**src/rtl/mix_tree_pkg.sv**
```systemverilog
// Shared types and helpers for the mixer-tree dispense sequencer.
// MIX_TREE_FLUSH_EN adds the FLUSH state to the state type.
package mix_tree_pkg;

    localparam int MAX_BITS = 32;

    typedef enum logic [2:0] {
        ST_IDLE  = 3'd0,
        ST_LOAD  = 3'd1,
        ST_MIX   = 3'd2,
        ST_DRAIN = 3'd3,
`ifdef MIX_TREE_FLUSH_EN
        ST_FLUSH = 3'd5,
`endif
        ST_DONE  = 3'd4
    } state_e;

    // Heap order: level l occupies bits 2^l-1 .. 2^(l+1)-2.
    function automatic logic [MAX_BITS-1:0] level_mask(input int level);
        logic [MAX_BITS-1:0] ones;
        ones = (MAX_BITS'(1) << (1 << level)) - MAX_BITS'(1);
        return ones << ((1 << level) - 1);
    endfunction

    // Lowest set bit at or above 'from'; MAX_BITS when none remain.
    function automatic int next_set_index(input logic [MAX_BITS-1:0] mask, input int from);
        int idx;
        idx = MAX_BITS;
        for (int i = MAX_BITS - 1; i >= 0; i--) begin
            if (i >= from && mask[i]) idx = i;
        end
        return idx;
    endfunction

endpackage

```
**src/rtl/mix_tree_dispense_ctrl_if.sv**
```systemverilog
// Host handshake and valve/mixer drive bundle of the dispense sequencer.
// No configuration macros affect this file.
interface mix_tree_dispense_ctrl_if #(parameter int LEVELS = 2);

    localparam int N_INPUTS = 2 ** LEVELS;
    localparam int N_MIXERS = N_INPUTS - 1;

    logic                start;
    logic                abort;
    logic [N_INPUTS-1:0] load_mask;
    logic [N_INPUTS-1:0] inlet_valve;
    logic [N_MIXERS-1:0] mix_en;
    logic                outlet_valve;
    logic                busy;
    logic                done;

    modport master (
        output start, abort, load_mask,
        input  inlet_valve, mix_en, outlet_valve, busy, done
    );

    modport slave (
        input  start, abort, load_mask,
        output inlet_valve, mix_en, outlet_valve, busy, done
    );

endinterface

```
**src/rtl/mix_tree_phase_timer.sv**
```systemverilog
// Loadable down-counter timing each sequencer phase; last_o marks its final cycle.
// No configuration macros affect this file.
module mix_tree_phase_timer #(
    parameter int W = 3
) (
    input  logic         clk,
    input  logic         rst_n,
    input  logic         load_i,
    input  logic [W-1:0] load_val_i,
    output logic         last_o
);

    logic [W-1:0] count_q;

    // NOTE: sequential state uses non-blocking assignments so every register
    // samples pre-edge values; reset is synchronous, checked inside the clocked block.
    always_ff @(posedge clk) begin
        if (!rst_n) begin
            count_q <= '0;
        end else if (load_i) begin
            count_q <= load_val_i;
        end else if (count_q > W'(1)) begin
            count_q <= count_q - W'(1);
        end
    end

    assign last_o = (count_q == W'(1));

endmodule

```
**src/rtl/mix_tree_dispense_ctrl.sv**
```systemverilog
// Dispense-mix-drain sequencer for the binary mixer tree, all outputs registered.
// Define MIX_TREE_FLUSH_EN to add a FLUSH rinse phase between DRAIN and DONE.
module mix_tree_dispense_ctrl
    import mix_tree_pkg::*;
#(
    parameter int LEVELS       = 2,
    parameter int LOAD_CYCLES  = 3,
    parameter int MIX_CYCLES   = 5,
    parameter int DRAIN_CYCLES = 2
) (
    input  logic                    clk,
    input  logic                    rst_n,
    mix_tree_dispense_ctrl_if.slave bus
);

    localparam int N_INPUTS = 2 ** LEVELS;
    localparam int N_MIXERS = N_INPUTS - 1;
    localparam int MAX_CYC  = (LOAD_CYCLES > MIX_CYCLES)
                            ? ((LOAD_CYCLES > DRAIN_CYCLES) ? LOAD_CYCLES : DRAIN_CYCLES)
                            : ((MIX_CYCLES  > DRAIN_CYCLES) ? MIX_CYCLES  : DRAIN_CYCLES);
    localparam int TW = $clog2(MAX_CYC + 1);
    localparam int IW = (LEVELS > 0) ? LEVELS : 1;
    localparam int LW = (LEVELS > 1) ? $clog2(LEVELS) : 1;

    localparam logic [TW-1:0] LOAD_VAL  = TW'(LOAD_CYCLES);
    localparam logic [TW-1:0] MIX_VAL   = TW'(MIX_CYCLES);
    localparam logic [TW-1:0] DRAIN_VAL = TW'(DRAIN_CYCLES);

    state_e              state_q, state_d;
    logic [IW-1:0]       idx_q, idx_d;
    logic [LW-1:0]       level_q, level_d;
    logic [N_INPUTS-1:0] mask_q, mask_d;
    logic                t_load, t_last;
    logic [TW-1:0]       t_val;
    int                  first_idx, next_idx;

    logic [N_INPUTS-1:0] inlet_q, inlet_d;
    logic [N_MIXERS-1:0] mix_q, mix_d;
    logic                outlet_q, outlet_d;
    logic                busy_q, busy_d;
    logic                done_q, done_d;

    mix_tree_phase_timer #(.W(TW)) u_timer (
        .clk        (clk),
        .rst_n      (rst_n),
        .load_i     (t_load),
        .load_val_i (t_val),
        .last_o     (t_last)
    );

    always_comb begin
        first_idx = next_set_index(MAX_BITS'(bus.load_mask), 0);
        next_idx  = next_set_index(MAX_BITS'(mask_q), int'(idx_q) + 1);
    end

    // NOTE: every signal gets a default before the case so no path leaves it
    // unassigned, which would otherwise infer a latch.
    always_comb begin
        state_d = state_q;
        idx_d   = idx_q;
        level_d = level_q;
        mask_d  = mask_q;
        t_load  = 1'b0;
        t_val   = '0;
        if (bus.abort) begin
            state_d = ST_IDLE;
        end else begin
            case (state_q)
                ST_IDLE: begin
                    if (bus.start && (bus.load_mask != '0)) begin
                        mask_d  = bus.load_mask;
                        idx_d   = IW'(first_idx);
                        state_d = ST_LOAD;
                        t_load  = 1'b1;
                        t_val   = LOAD_VAL;
                    end
                end
                ST_LOAD: begin
                    if (t_last) begin
                        t_load = 1'b1;
                        if (next_idx < N_INPUTS) begin
                            idx_d = IW'(next_idx);
                            t_val = LOAD_VAL;
                        end else begin
                            state_d = ST_MIX;
                            level_d = LW'(LEVELS - 1);
                            t_val   = MIX_VAL;
                        end
                    end
                end
                ST_MIX: begin
                    if (t_last) begin
                        t_load = 1'b1;
                        if (level_q == '0) begin
                            state_d = ST_DRAIN;
                            t_val   = DRAIN_VAL;
                        end else begin
                            level_d = level_q - LW'(1);
                            t_val   = MIX_VAL;
                        end
                    end
                end
                ST_DRAIN: begin
                    if (t_last) begin
`ifdef MIX_TREE_FLUSH_EN
                        state_d = ST_FLUSH;
                        t_load  = 1'b1;
                        t_val   = DRAIN_VAL;
`else
                        state_d = ST_DONE;
`endif
                    end
                end
`ifdef MIX_TREE_FLUSH_EN
                ST_FLUSH: begin
                    if (t_last) state_d = ST_DONE;
                end
`endif
                ST_DONE: state_d = ST_IDLE;
                default: state_d = ST_IDLE;
            endcase
        end
    end

    // Outputs are decoded from the next state so they appear on the same edge.
    always_comb begin
        inlet_d  = '0;
        mix_d    = '0;
        outlet_d = 1'b0;
        busy_d   = 1'b0;
        done_d   = 1'b0;
        case (state_d)
            ST_LOAD: begin
                inlet_d = N_INPUTS'(1) << idx_d;
                busy_d  = 1'b1;
            end
            ST_MIX: begin
                mix_d  = N_MIXERS'(level_mask(int'(level_d)));
                busy_d = 1'b1;
            end
            ST_DRAIN: begin
                outlet_d = 1'b1;
                busy_d   = 1'b1;
            end
`ifdef MIX_TREE_FLUSH_EN
            // Rinse: everything open at once, the run is still in progress.
            ST_FLUSH: begin
                inlet_d  = '1;
                mix_d    = '1;
                outlet_d = 1'b1;
                busy_d   = 1'b1;
            end
`endif
            ST_DONE: done_d = 1'b1;
            default: ;
        endcase
    end

    always_ff @(posedge clk) begin
        if (!rst_n) begin
            state_q  <= ST_IDLE;
            idx_q    <= '0;
            level_q  <= '0;
            mask_q   <= '0;
            inlet_q  <= '0;
            mix_q    <= '0;
            outlet_q <= 1'b0;
            busy_q   <= 1'b0;
            done_q   <= 1'b0;
        end else begin
            state_q  <= state_d;
            idx_q    <= idx_d;
            level_q  <= level_d;
            mask_q   <= mask_d;
            inlet_q  <= inlet_d;
            mix_q    <= mix_d;
            outlet_q <= outlet_d;
            busy_q   <= busy_d;
            done_q   <= done_d;
        end
    end

    assign bus.inlet_valve  = inlet_q;
    assign bus.mix_en       = mix_q;
    assign bus.outlet_valve = outlet_q;
    assign bus.busy         = busy_q;
    assign bus.done         = done_q;

endmodule

```
**src/flat_wrapper.sv**
```systemverilog
// flat-port wrapper written by rule: the top's interface ports become plain ports
module mix_tree_dispense_ctrl_flat import mix_tree_pkg::*;
#(
    parameter int LEVELS       = 2,
    parameter int LOAD_CYCLES  = 3,
    parameter int MIX_CYCLES   = 5,
    parameter int DRAIN_CYCLES = 2
)
  (clk, rst_n, bus_start, bus_abort, bus_load_mask, bus_inlet_valve, bus_mix_en, bus_outlet_valve, bus_busy, bus_done);
  mix_tree_dispense_ctrl_if #(.LEVELS(LEVELS)) bus_i ();
  input  logic clk;
  input  logic rst_n;
  input wire logic [$bits(bus_i.start)-1:0] bus_start;
  input wire logic [$bits(bus_i.abort)-1:0] bus_abort;
  input wire logic [$bits(bus_i.load_mask)-1:0] bus_load_mask;
  output wire logic [$bits(bus_i.inlet_valve)-1:0] bus_inlet_valve;
  output wire logic [$bits(bus_i.mix_en)-1:0] bus_mix_en;
  output wire logic [$bits(bus_i.outlet_valve)-1:0] bus_outlet_valve;
  output wire logic [$bits(bus_i.busy)-1:0] bus_busy;
  output wire logic [$bits(bus_i.done)-1:0] bus_done;
  assign bus_i.start = bus_start;
  assign bus_i.abort = bus_abort;
  assign bus_i.load_mask = bus_load_mask;
  assign bus_inlet_valve = bus_i.inlet_valve;
  assign bus_mix_en = bus_i.mix_en;
  assign bus_outlet_valve = bus_i.outlet_valve;
  assign bus_busy = bus_i.busy;
  assign bus_done = bus_i.done;
  mix_tree_dispense_ctrl #(.LEVELS(LEVELS), .LOAD_CYCLES(LOAD_CYCLES), .MIX_CYCLES(MIX_CYCLES), .DRAIN_CYCLES(DRAIN_CYCLES)) u_core (.clk(clk), .rst_n(rst_n), .bus(bus_i));
endmodule
```
**config.mk**
```make
export PLATFORM = sky130hd
export DESIGN_NAME = mix_tree_dispense_ctrl_flat
export DESIGN_NICKNAME = d
export VERILOG_FILES = /design/src/rtl/mix_tree_pkg.sv /design/src/rtl/mix_tree_dispense_ctrl_if.sv /design/src/rtl/mix_tree_phase_timer.sv /design/src/rtl/mix_tree_dispense_ctrl.sv /design/src/flat_wrapper.sv
export SDC_FILE = /design/constraint.sdc
export NUM_CORES = 1
export LEC_CHECK = 0
export CORE_UTILIZATION = 56
export CTS_CLUSTER_SIZE = 8
export DETAILED_ROUTE_END_ITERATION = 12
export GPL_ROUTABILITY_DRIVEN = 0
export HOLD_SLACK_MARGIN = 0.05
export PLACE_DENSITY_LB_ADDON = 0.1
export SYNTH_ARGS = -nofsm -noshare
export SYNTH_HDL_FRONTEND = slang
export SYNTH_HIERARCHICAL = 1
export SYNTH_SLANG_ARGS = --single-unit
```
**constraint.sdc**
```tcl
create_clock -name clk -period 3.75 [get_ports clk]
set_input_delay 0.375 -clock clk [delete_from_list [all_inputs] [get_ports clk]]
set_output_delay 0.375 -clock clk [all_outputs]
set_load 0.005 [all_outputs]
```
==> impl_table.tex, run 1 <==
\begin{tabular}{lr}
\hline
Metric & Value \\
\hline
\multicolumn{2}{l}{\textbf{Routing}} \\
\quad Antenna Nets Post-Route & 0 \\
\quad Vias per Instance & 5.78 \\
\quad Highest routed metal layer & met4 \\
\quad DRC violation count after routing & 0 \\
\quad Routed wire length per instance & 12.9 µm \\
\quad Met1 wire length & 1020 µm \\
\quad WL met2 & 1170 µm \\
\quad Count of TritonRoute iterations in the first routing pass & 4 \\
\quad Wire length on met3 & 143 µm \\
\quad Wire length after detailed routing & 2340 µm \\
\quad Count of routing violations after the opening detailed-route iteration & 36 \\
\quad Routed via count & 1052 \\
\multicolumn{2}{l}{\textbf{Pwr}} \\
\quad Maximum resistive drop on vdd & 0.266 mV \\
\quad Pleak & 0.000478 µW \\
\quad Power per Cell Area & 343 nW/µm² \\
\multicolumn{2}{l}{\textbf{GRT}} \\
\quad GRT Total Usage & 24.4\% \\
\quad Maximum number of pins on one net before global-route repair & 16 \\
\quad Wire length of the first global-routing pass & 3910 µm \\
\quad Gr ovfl total & 0 \\
\quad Number of global-route vias before repair & 963 \\
\quad Initial antenna violation count & 0 \\
\multicolumn{2}{l}{\textbf{Hold path}} \\
\quad Tightest Hold Check Type & reg -> reg \\
\multicolumn{2}{l}{\textbf{Synth}} \\
\quad Mapped Area & 1160 µm² \\
\quad Yosys cell types & 46 \\
\quad Share of synthesized cell area in and, or, nand and nor gates & 28.7\% \\
\quad Dominant synthesized flop cell & sky130\_fd\_sc\_hd\_\_dfxtp\_1 \\
\quad Count of state elements after synthesis & 21 \\
\quad Sequential area share after synthesis & 36.2\% \\
\quad Share of synthesized registers carrying an async set or reset & 0\% \\
\quad Synth Warn \# & 6 \\
\quad Count of flip-flops with a built-in enable after synthesis & 0 \\
\quad Net count after synthesis & 149 \\
\quad Post-Synth Adder-Cell Area & 2.16\% \\
\quad Top cell type by total area after synthesis & sky130\_fd\_sc\_hd\_\_dfxtp\_1 \\
\quad Cells taking the most area after synthesis & sky130\_fd\_sc\_hd\_\_dfxtp\_1, sky130\_fd\_sc\_hd\_\_a21oi\_1, sky130\_fd\_sc\_hd\_\_nand2\_1 \\
\quad XOR/XNOR Fraction of Synth Area & 0.755\% \\
\quad Mux contribution to synthesized area & 2.59\% \\
\quad Synthesized instance count & 139 \\
\quad Main combinational cell family by area after synthesis & simple AND/OR/NAND/NOR gates \\
\quad Mean instance size in the synthesized netlist & 8.34 µm² \\
\quad Fraction of the mapped netlist area in compound gates & 24.1\% \\
\quad Synth top area share & 36.2\% \\
\multicolumn{2}{l}{\textbf{Critical path}} \\
\quad Critical path arrival & 2.18 ns \\
\quad Critical Path Slowest Stage Cell & sky130\_fd\_sc\_hd\_\_o41ai\_1 \\
\quad CP Cell Sequence & ha\_1, nor2b\_4, a31oi\_1, o41ai\_1, nor3b\_1 \\
\quad Category of the most critical setup path & reg -> reg \\
\quad Type of element capturing the critical path & flip-flop \\
\quad Largest delay contributor family on the critical path & compound AO/OA/AOI/OAI gates \\
\quad Max Fanout on Critical Path & 11 \\
\quad Buffers \& Inverters on Critical Path & 0 \\
\quad Critical Path RT & 3.98 ns \\
\quad Peak per-stage delay on the critical path & 0.52 ns \\
\quad Nature of the critical path startpoint & flip-flop \\
\multicolumn{2}{l}{\textbf{Clock tree}} \\
\quad Root Buffer Master & sky130\_fd\_sc\_hd\_\_clkbuf\_4 \\
\quad Clock transition at the registers of the reported paths & 0.11 ns \\
\quad Clock tree from TritonCTS & built \\
\quad CTS buffer count & 3 \\
\quad Hold-fix buffers at CTS & 0 \\
\quad Number of gates given a new drive strength after cts & 0 \\
\quad Clock sinks & 21 \\
\quad \# Post-CTS Setup Buffers & 0 \\
\quad H-tree levels & 1 \\
\quad CTS max path bufs & 2 \\
\quad Clock latency on the worst-skew pair & 0.30 ns \\
\multicolumn{2}{l}{\textbf{Final layout}} \\
\quad Final standard cell area without fillers & 1360 µm² \\
\quad Commonest non-fill, non-tap cells in the layout & sky130\_fd\_sc\_hd\_\_dfxtp\_1, sky130\_fd\_sc\_hd\_\_clkdlybuf4s50\_1, sky130\_fd\_sc\_hd\_\_nand2\_1, sky130\_fd\_sc\_hd\_\_nor2\_1, sky130\_fd\_sc\_hd\_\_a21oi\_1 \\
\quad Fill cells & 173 \\
\quad Final Net Count & 166 \\
\quad Antenna diode count & 0 \\
\quad Area delta synth->final & 17.0\% \\
\quad Utilization after layout & 69.2\% \\
\quad Share of post-route cells with drive strength above 1 & 10.3\% \\
\quad Number of standard cells in the final layout excluding fillers & 182 \\
\quad Commonest non-fill, non-tap cell in the layout & sky130\_fd\_sc\_hd\_\_dfxtp\_1 \\
\multicolumn{2}{l}{\textbf{STA}} \\
\quad Total count of hold-check failures in the final report & 0 \\
\quad F\_max & 512 MHz \\
\quad Final worst path period need & 1.95 ns \\
\quad Remaining max-slew budget at the tightest pin & 59.4\% \\
\quad Max-slew violation count & 0 \\
\quad Final setup TNS & 0 ns \\
\quad Setup repair after global routing missed its margin & false \\
\quad Worst clock skew on the final layout & 0.00177 ns \\
\quad Worst-case hold slack & 0.549 ns \\
\quad Fin crit share & 52.0\% \\
\quad Setup Viol. Count Final & 0 \\
\quad Worst Max-Slew Pin Slew & 0.601 ns \\
\multicolumn{2}{l}{\textbf{Die}} \\
\quad Die boundary width & 47.5 µm \\
\quad Die height & 47.5 µm \\
\quad Core outline area & 1960 µm² \\
\quad Initial standard-cell utilization of the core & 59.1\% \\
\quad Top Ports & 18 \\
\quad Die area & 2260 µm² \\
\quad Num rows & 16 \\
\multicolumn{2}{l}{\textbf{Run}} \\
\quad Max Cap Viol & 0 \\
\multicolumn{2}{l}{\textbf{Place}} \\
\quad Area of placed instances & 1330 µm² \\
\quad Hpwl dp & 1740 µm \\
\quad Port Buf Inserts & 17 \\
\quad Placed Cells incl. Taps & 178 \\
\multicolumn{2}{l}{\textbf{Status}} \\
\quad Run status & finished clean \\
\hline
\end{tabular}
[cell families after synthesis]
| family | Yosys count |
|---|---|
| buffers and inverters | 13 |
| xor gates and xnor gates | 1 |
| muxes | 3 |
| AOI/OAI and AO/OA | 40 |
| and+or+nand+nor | 59 |
| adders and majority gates | 2 |
| DFF | 21 |
[metal layers]
layer  global-route usage (%)  vias to the layer above
met4                     13.7                        0
met3                     3.77                        2
met1                     28.2                      482
li1                         -                      528
met5                        0                        -
met2                     42.5                       40
[power breakdown]
| group | internal (µW) | switching (µW) | total (µW) | leakage [µW] |
|---|---|---|---|---|
| sequential | 235 | 14.9 | 250 | 0.000171 |
| clock | 39.7 | 66.7 | 106 | 0.0000177 |
| combinational | 52.2 | 57.4 | 110 | 0.000290 |
[worst reg2reg max path, cell delays in order (launching register included)]
cell	delay, ns
sky130_fd_sc_hd__dfxtp_1	0.42
sky130_fd_sc_hd__ha_1	0.24
sky130_fd_sc_hd__nor2b_4	0.33
sky130_fd_sc_hd__a31oi_1	0.13
sky130_fd_sc_hd__o41ai_1	0.52
sky130_fd_sc_hd__nor3b_1	0.25
[Yosys cell counts (all sizes together) (4+ instances only)]
| master | count |
|---|---|
| dfxtp | 21 |
| inv | 8 |
| and2 | 4 |
| nor2b | 8 |
| o21ai | 8 |
| nor3 | 9 |
| o211ai | 5 |
| nand2 | 12 |
| a21oi | 9 |
| nor2 | 12 |
[sequential cells by signal, indices dropped and copies added (netlist names)]
signal                   flops
u_core/bus.busy              1
u_core/bus.mix_en            2
u_core/idx_q                 2
u_core/bus.done              1
u_core/bus.outlet_valve      1
u_core/bus.inlet_valve       4
u_core/level_q               1
u_core/state_q               3
u_core/u_timer/count_q       3
u_core/mask_q                3
[cell type report]
type,instances,area (µm²),area share [%]
clock buffers,3,22.5,1.66
clock inverters,1,5.00,0.369
repair buffers,17,170,12.5
well taps,27,33.8,2.49
multi-input cells,105,676,49.8
flip-flops and latches,21,420,31.0
inverters,8,30.0,2.21
[through the flow]
stage,setup slack [ns],total power (µW)
after floorplan,1.96,336
after global placement,1.62,360
after detailed placement,1.56,363
after CTS,1.80,469
after global routing,1.57,499
final,1.80,466
[path summary, 6_finish.rpt]
check,from,end,slack [ns],cells past startpoint
hold reg to reg,u_core/u_timer/count_q[1],u_core/u_timer/count_q[1],0.55,2
hold / removal,u_core/u_timer/count_q[1],u_core/u_timer/count_q[1],0.55,2
setup / recovery,u_core/u_timer/count_q[0],u_core/bus.inlet_valve[2],1.80,5
setup reg to reg,u_core/u_timer/count_q[0],u_core/bus.inlet_valve[2],1.80,5
Power figures use the tool's default switching activity.
==> inputs of run 2 (changes only) <==
CORE_UTILIZATION = 52   (was 56)
clock period = 1.95 ns   (was 3.75 ns; I/O delays follow)
==> run 2 against run 1 <==
  * Sequential cell count did not move
  * Critical endpoint is now u_core/bus.inlet_valve[3]
  * Via count rose by 7.0%
  * Power rose by 100%
  * Combinational power rose by 130%
  * Largest power group unchanged
==> impl_table.tex, run 2 (synthesis gave the netlist of run 1 again) <==
\begin{tabular}{lr}
\hline
Metric & Value \\
\hline
\multicolumn{2}{l}{\textbf{Die}} \\
\quad Core outline area & 2020 µm² (was 1960 µm²) \\
\quad Initial standard-cell utilization of the core & 57.4\% (was 59.1\%) \\
\quad Die area & 2420 µm² (was 2260 µm²) \\
\quad Top Ports & 18 (unchanged) \\
\quad Num rows & 16 (unchanged) \\
\quad Die boundary width & 49.2 µm (was 47.5 µm) \\
\quad Die height & 49.2 µm (was 47.5 µm) \\
\multicolumn{2}{l}{\textbf{Hold path}} \\
\quad Tightest Hold Check Type & in -> reg (was reg -> reg) \\
\multicolumn{2}{l}{\textbf{Clock tree}} \\
\quad H-tree levels & 1 (unchanged) \\
\quad Root Buffer Master & sky130\_fd\_sc\_hd\_\_clkbuf\_4 (unchanged) \\
\quad Hold-fix buffers at CTS & 0 (unchanged) \\
\quad Clock sinks & 21 (unchanged) \\
\quad Clock tree from TritonCTS & built (unchanged) \\
\quad Clock latency on the worst-skew pair & 0.30 ns (about the same) \\
\quad CTS buffer count & 3 (unchanged) \\
\quad Clock transition at the registers of the reported paths & 0.11 ns (about the same) \\
\quad CTS max path bufs & 2 (unchanged) \\
\multicolumn{2}{l}{\textbf{STA}} \\
\quad F\_max & 548 MHz (was 512 MHz) \\
\quad Final setup TNS & 0 ns (unchanged) \\
\quad Setup Viol. Count Final & 0 (unchanged) \\
\quad Max-slew violation count & 0 (unchanged) \\
\quad Remaining max-slew budget at the tightest pin & 63.9\% (was 59.4\%) \\
\quad Worst Max-Slew Pin Slew & 0.537 ns (was 0.601 ns) \\
\quad Least setup slack across all paths after layout & 0.126 ns (was 1.80 ns) \\
\quad Fin crit share & 93.5\% (was 52.0\%) \\
\quad Total count of hold-check failures in the final report & 0 (unchanged) \\
\quad Final worst path period need & 1.82 ns (was 1.95 ns) \\
\quad Worst clock skew on the final layout & 0.00624 ns (was 0.00177 ns) \\
\multicolumn{2}{l}{\textbf{Critical path}} \\
\quad Critical path arrival & 2.03 ns (was 2.18 ns) \\
\quad Max Fanout on Critical Path & 8 (was 11) \\
\quad Category of the most critical setup path & reg -> reg (unchanged) \\
\quad Nature of the critical path startpoint & flip-flop (unchanged) \\
\quad Type of element capturing the critical path & flip-flop (unchanged) \\
\quad Critical Path RT & 2.16 ns (was 3.98 ns) \\
\multicolumn{2}{l}{\textbf{Final layout}} \\
\quad Final Net Count & 178 (was 166) \\
\quad Share of post-route cells with drive strength above 1 & 21.0\% (was 10.3\%) \\
\quad Number of standard cells in the final layout excluding fillers & 194 (was 182) \\
\quad Antenna diode count & 0 (unchanged) \\
\quad Commonest non-fill, non-tap cells in the layout & sky130\_fd\_sc\_hd\_\_dfxtp\_1, sky130\_fd\_sc\_hd\_\_clkdlybuf4s50\_1, sky130\_fd\_sc\_hd\_\_nand2\_1, sky130\_fd\_sc\_hd\_\_buf\_4, sky130\_fd\_sc\_hd\_\_nor2\_1 (was sky130\_fd\_sc\_hd\_\_dfxtp\_1, sky130\_fd\_sc\_hd\_\_clkdlybuf4s50\_1, sky130\_fd\_sc\_hd\_\_nand2\_1, sky130\_fd\_sc\_hd\_\_nor2\_1, sky130\_fd\_sc\_hd\_\_a21oi\_1) \\
\quad Commonest non-fill, non-tap cell in the layout & sky130\_fd\_sc\_hd\_\_dfxtp\_1 (unchanged) \\
\quad Flip-flop count of the largest register, all copies and words added & 4 (unchanged) \\
\quad Area delta synth->final & 27.6\% (was 17.0\%) \\
\multicolumn{2}{l}{\textbf{Pwr}} \\
\quad Power consumption & 944 µW (was 466 µW) \\
\quad Power per Cell Area & 638 nW/µm² (was 343 nW/µm²) \\
\quad Pleak & 0.000545 µW (was 0.000478 µW) \\
\quad Maximum resistive drop on vdd & 0.568 mV (was 0.266 mV) \\
\multicolumn{2}{l}{\textbf{Routing}} \\
\quad Routed via count & 1126 (was 1052) \\
\quad Wire length after detailed routing & 2690 µm (was 2340 µm) \\
\quad Vias per Instance & 5.80 (was 5.78) \\
\quad Count of routing violations after the opening detailed-route iteration & 41 (was 36) \\
\quad Antenna Nets Post-Route & 0 (unchanged) \\
\quad DRC violation count after routing & 0 (unchanged) \\
\quad Count of TritonRoute iterations in the first routing pass & 4 (unchanged) \\
\quad Wire length on met3 & 171 µm (was 143 µm) \\
\quad Routed wire length per instance & 13.9 µm (was 12.9 µm) \\
\quad Met1 wire length & 1140 µm (was 1020 µm) \\
\quad WL met2 & 1370 µm (was 1170 µm) \\
\quad Highest routed metal layer & met4 (unchanged) \\
\multicolumn{2}{l}{\textbf{GRT}} \\
\quad Initial antenna violation count & 0 (unchanged) \\
\quad GRT Total Usage & 24.3\% (was 24.4\%) \\
\quad Number of global-route vias before repair & 1045 (was 963) \\
\quad Gr ovfl total & 0 (unchanged) \\
\quad Wire length of the first global-routing pass & 4570 µm (was 3910 µm) \\
\quad Maximum number of pins on one net before global-route repair & 12 (was 16) \\
\multicolumn{2}{l}{\textbf{Place}} \\
\quad Port Buf Inserts & 17 (unchanged) \\
\quad Hpwl dp & 1980 µm (was 1740 µm) \\
\quad Minimum setup slack after placement & -0.119 ns (was 1.56 ns) \\
\quad Placed Cells incl. Taps & 187 (was 178) \\
\multicolumn{2}{l}{\textbf{Run}} \\
\quad Max Cap Viol & 0 (unchanged) \\
\multicolumn{2}{l}{\textbf{Status}} \\
\quad Run status & finished clean (unchanged) \\
\hline
\end{tabular}
## run 2: layout make-up
cell class	count	area, µm²
Sequential cell	21	422
Inverter	8	30.0
Tap cell	27	33.8
Timing Repair Buffer	29	260
Multi-Input combinational cell	105	708
Fill cell	160	542
Clock buffer	4	26.3
## run 2: layer usage
| metal | GRT usage [%] | up-vias |
|---|---|---|
| met2 | 44.1 | 45 |
| li1 | - | 552 |
| met4 | 4.41 | 0 |
| met5 | 0 | - |
| met1 | 28.9 | 525 |
| met3 | 5.61 | 4 |
## run 2: critical path: stages (launching register included)
cell,delay [ns]
sky130_fd_sc_hd__dfxtp_1,0.41
sky130_fd_sc_hd__ha_2,0.24
sky130_fd_sc_hd__nor2b_4,0.27
sky130_fd_sc_hd__nand2_1,0.14
sky130_fd_sc_hd__or3_1,0.34
sky130_fd_sc_hd__o211ai_2,0.13
sky130_fd_sc_hd__and3b_1,0.21
## run 2: repair_timing
item                       CTS  global route
pin swaps                    0             2
setup endpoints to repair    6            11
cloned                       0             0
setup buffers                3             0
gates resized for setup      1             7
## run 2: path summary, 6_finish.rpt
kind                                             endpoint                 startpoint  depth (start not counted)  slack, ns
worst max register to register  u_core/bus.inlet_valve[3]  u_core/u_timer/count_q[0]                          6       0.13
worst min register to register  u_core/u_timer/count_q[1]  u_core/u_timer/count_q[1]                          2       0.53
worst min-delay path                      u_core/bus.busy                      rst_n                          3       0.53
worst max-delay path            u_core/bus.inlet_valve[3]  u_core/u_timer/count_q[0]                          6       0.13
## run 2: power by group
| part | total [µW] | leakage, µW | internal (µW) | switching (µW) |
|---|---|---|---|---|
| Combinational | 258 | 0.000359 | 127 | 131 |
| Clock | 206 | 0.0000150 | 79.7 | 127 |
| Sequential | 479 | 0.000171 | 453 | 25.8 |
| Total | 944 | 0.000545 | 660 | 283 |
## run 2: through the flow
stage          util [%]  hold slack (ns)  area (µm²)
3_3_place_gp       69.1            0.519        1400
4_1_cts            71.9            0.510        1450
6_report           73.2            0.525        1480
2_1_floorplan         -            0.304        1160
3_5_place_dp       69.1            0.528        1400
5_1_grt            73.2            0.553        1480
==> edit 1 (flow settings as in run 1) <==
The 5 states of `state_e` get a one-hot encoding in 5 bits.
--- a/src/rtl/mix_tree_pkg.sv
+++ b/src/rtl/mix_tree_pkg.sv
@@ -5,13 +5,13 @@
     localparam int MAX_BITS = 32;
 
-    typedef enum logic [2:0] {
-        ST_IDLE  = 3'd0,
-        ST_LOAD  = 3'd1,
-        ST_MIX   = 3'd2,
-        ST_DRAIN = 3'd3,
+    typedef enum logic [4:0] {
+        ST_IDLE  = 5'b00001,
+        ST_LOAD  = 5'b00010,
+        ST_MIX   = 5'b00100,
+        ST_DRAIN = 5'b01000,
 `ifdef MIX_TREE_FLUSH_EN
         ST_FLUSH = 3'd5,
 `endif
-        ST_DONE  = 3'd4
+        ST_DONE  = 5'b10000
     } state_e;
 
Behaviour: no difference found for any inputs over 10 cycles, from zero or initial values and one cycle with rst_n low; not proved beyond that.
==> edit 1 against run 1 <==
Routed wire length up 14%. Count of clock-buffer cells in the layout did not move. Sequential cell count up 2. Cell area rose by 8.0%. Setup slack got worse by 0.17 ns. Die area rose by 9.2%. Power up 7.5%. Sequential share of layout area grew 0.43 points. Maximum frequency down 8.1%. Area after synthesis rose by 9.6%. Clock skew up 0.0063 ns. Critical path depth rose by 1. Critical path type is now input port to register. Largest cell class unchanged. Highest routed layer unchanged.
==> edit 1: results <==
[cts]
h-tree-depth = 1
numCtsBuffers = 3
clk_pin_slew_ns = 0.13
clkLatencyLatePin_ns = 0.32
cts_root_buf = "clkbuf_4"
clock_path_buffers = 2

[detailed_routing]
num_vias = 1099
dr.first_iter.drc_count = 24
wl_per_cell_um = 14.0
drt-pass1-iter-count = 4

[sta]
fin_skew_ns = 0.00805
slew_headroom_pct = 69.0

[critical_path]
cp_slowest_stage_delay_ns = 0.73
arrival_ns = 2.38
slowest_stage = "clkdlybuf4s50_1"
path_max_fanout = 13
crit_family = "simple AND/OR/NAND/NOR gates"
r2r-end = "u_core/bus.busy"
worstRegToRegCells = 7
rr_startpoint = "u_core/u_timer/count_q[1]"
r2r_slack_ns = 1.66

[place]
dp_hpwl_um = 2060
io_buffers = 17
place_area_um2 = 1440

[grt]
grt.total_usage_pct = 23.7
antenna_found_initial = 0
grt_first_pass_wirelength_um = 4460
grt_pass1_vias = 1022

[yosys]
synth_area_leaders = "dfxtp_1, nor2_1, nor2b_1"
yosys_warnings = 6
seq_area_frac_synth_pct = 36.2
yosys.cell_types.count = 47
synth_nets = 159
synthTopCellsByCount = "dfxtp_1, nor2_1, a21oi_1, o21ai_0, nor2b_1"
synth_cells = 149

[status]
outcome = "finished clean"

[finish]
largest_register_ffs = 5
num_antenna_cells = 0
fin_nets = 175
drive_above_1_share_pct = 7.93
stdcell_count = 191

[power]
p_switching_mw = 0.152
peakVddDrop_uv = 316
p_leak_nw = 0.519

[min_path]
whs_path_depth = 2
==> edit 1: changes by cell type after synthesis, sizes merged, moves of 4 or more <==
| cell | change |
|---|---|
| nand3 | +4 |
| o21ai | +4 |
| nand2 | -6 |
| nor3 | -6 |
| nor2 | +4 |
==> edit 1: routing by layer <==
layer	routed length, µm	vias to the layer above	GRT usage [%]	part of all wire (%)
met5	0	-	0	0
met4	10	0	3.81	0.37
met3	76	2	7.72	2.8
met2	1310	14	41.4	49
met1	1270	524	28.5	48
li1	-	559	-	-
==> edit 1: cell type report <==
type / instances / area (µm²)
Timing Repair Buffer: 17 / 170
Fill cell: 165 / 576
Clock inverter: 1 / 7.51
Clock buffer: 3 / 22.5
Tap cell: 27 / 33.8
Inverter: 8 / 30.0
Sequential cell: 23 / 460
Multi-Input combinational cell: 112 / 742
==> edit 1: power by group through the flow <==
stage / clock [mW] / combinational, mW / sequential [mW]
2_1_floorplan: 0 / 0.0840 / 0.272
3_3_place_gp: 0 / 0.106 / 0.276
3_5_place_dp: 0 / 0.109 / 0.277
4_1_cts: 0.126 / 0.110 / 0.271
5_1_grt: 0.138 / 0.124 / 0.274
6_report: 0.119 / 0.111 / 0.271
==> edit 1: per-stage QoR <==
stage                     hold slack [ns]  setup WS, ns
final                               0.562          1.63
after global routing                0.585          1.47
after CTS                           0.565          1.63
after detailed placement            0.540          1.27
after global placement              0.526          1.37
after floorplan                     0.484          1.94
==> edit 1: worst max-delay path by stage <==
stage / from / to / slack (ns)
floorplan: u_core/u_timer/count_q[1] / u_core/u_timer/count_q[2] / 1.94
global placement: rst_n / u_core/bus.mix_en[2] / 1.37
detailed placement: rst_n / u_core/bus.mix_en[2] / 1.27
CTS: rst_n / u_core/bus.mix_en[2] / 1.63
global route: u_core/u_timer/count_q[1] / u_core/bus.busy / 1.47
finish: rst_n / u_core/bus.mix_en[2] / 1.63
==> edit 1: cells by family (layout without fill, tap and decap cells) <==
| logic type | Yosys count | count (layout) | synth area share (%) |
|---|---|---|---|
| xor gates and xnor gates | 2 | 2 | 1.38 |
| AOI/OAI and AO/OA | 45 | 45 | 24.2 |
| DFF | 23 | 23 | 36.2 |
| buffers and inverters | 14 | 29 | 5.41 |
| adders and majority gates | 2 | 2 | 1.97 |
| muxes | 3 | 3 | 2.36 |
| and+or+nand+nor | 60 | 60 | 28.4 |
==> edit 1: worst min-delay path, stage by stage (launching register included) <==
cell	delay, ns
dfxtp_1	0.37
o211ai_2	0.08
a31oi_1	0.08
==> edit 2 (settings of run 1) <==
Without the edit above. The option `MIX_TREE_FLUSH_EN` is turned on by a define.
--- a/src/rtl/mix_tree_pkg.sv
+++ b/src/rtl/mix_tree_pkg.sv
@@ -1,4 +1,6 @@
 // Shared types and helpers for the mixer-tree dispense sequencer.
 // MIX_TREE_FLUSH_EN adds the FLUSH state to the state type.
+`define MIX_TREE_FLUSH_EN
+
 package mix_tree_pkg;
 
Function: same outputs for any inputs over 10 cycles, from zero or initial values and one cycle with rst_n low; that may be too few to reach the edited logic, so the function may still have changed.
==> edit 2 against run 1 <==
Area after synthesis rose by 1.8%. Sequential cell count did not move. Routed wire length rose by 7.2%. Global-route usage rose by 0.43 points. Cell area rose by 2.1%. Non-clock buffer count did not move. Power rose by 0.26%. Setup slack got worse by 0.40 ns.
==> edit 2: results <==
[status]
outcome = "finished clean"

[critical_path]
worstRegToRegCells = 8
r2r_slack_ns = 1.40
path_max_fanout = 10
arrival_ns = 2.59

[sta]
tightest_slew_ns = 0.570
fin_skew_ns = 0.00253
fin_hold_ws_ns = 0.550

[yosys]
synth_nets = 154
synthTopCellsByCount = "dfxtp_1, nor2_1, a21oi_1"
syn_avg_cell_area_um2 = 8.20
seq_area_frac_synth_pct = 35.6
yosys.cell_types.count = 45
synth_area_leaders = "dfxtp_1, a21oi_1, nor2_1"

[power]
p_seq_share_pct = 53.1
p_switching_mw = 0.143
p_leak_nw = 0.512

[detailed_routing]
wl_um = 2510
num_vias = 1115
via_per_inst = 5.96

[grt]
grt_first_pass_wirelength_um = 4030
grt.total_usage_pct = 24.8

[place]
dp_cells = 183
pre_cts_slack_ns = 1.30
dp_hpwl_um = 1930

[finish]
drive_above_1_share_pct = 6.25
==> edit 2: layer usage <==
metal,global-route usage (%),part of all wire (%),up-vias
li1,-,-,551
met1,31.5,47,528
met2,41.4,49,34
met3,4.91,3.6,2
met4,8.89,0.68,0
met5,0,0,-
==> edit 2: critical path: stages, from the launching register on <==
cell and delay [ns]:
dfxtp_1 0.37, inv_1 0.10, ha_1 0.20, nor2b_4 0.29, nand3b_1 0.17, or3_1 0.33
a22o_1 0.20, or4_1 0.47, a21oi_1 0.16
==> edit 2: final cells by class <==
| type | count | area (µm²) |
|---|---|---|
| Clock buffer | 3 | 22.5 |
| Clock inverter | 1 | 5.00 |
| Fill cell | 154 | 596 |
| Inverter | 9 | 33.8 |
| Multi-Input combinational cell | 109 | 701 |
| Sequential cell | 21 | 420 |
| Tap cell | 27 | 33.8 |
| Timing Repair Buffer | 17 | 170 |
==> edit 2: cells by family (layout without fill, tap and decap cells) <==
family / Yosys count / after routing / share of synthesized area (%)
compound gates: 48 / 48 / 28.4
flops: 21 / 21 / 35.6
mux: 3 / 3 / 2.54
fa+ha+maj: 2 / 2 / 2.12
simple gates: 56 / 56 / 26.3
buf+inv: 14 / 30 / 5.08
==> edit 2: how the worst max path moves through the flow <==
stage	start	endpoint	slack, ns	depth (start not counted)
final	u_core/u_timer/count_q[1]	u_core/bus.mix_en[0]	1.40	8
after global routing	u_core/u_timer/count_q[1]	u_core/bus.mix_en[0]	1.29	8
after CTS	u_core/u_timer/count_q[1]	u_core/bus.mix_en[0]	1.41	8
after detailed placement	bus_load_mask[3]	u_core/bus.mix_en[0]	1.30	6
after global placement	bus_load_mask[3]	u_core/bus.mix_en[1]	1.37	6
after floorplan	u_core/u_timer/count_q[1]	u_core/bus.mix_en[0]	1.68	8
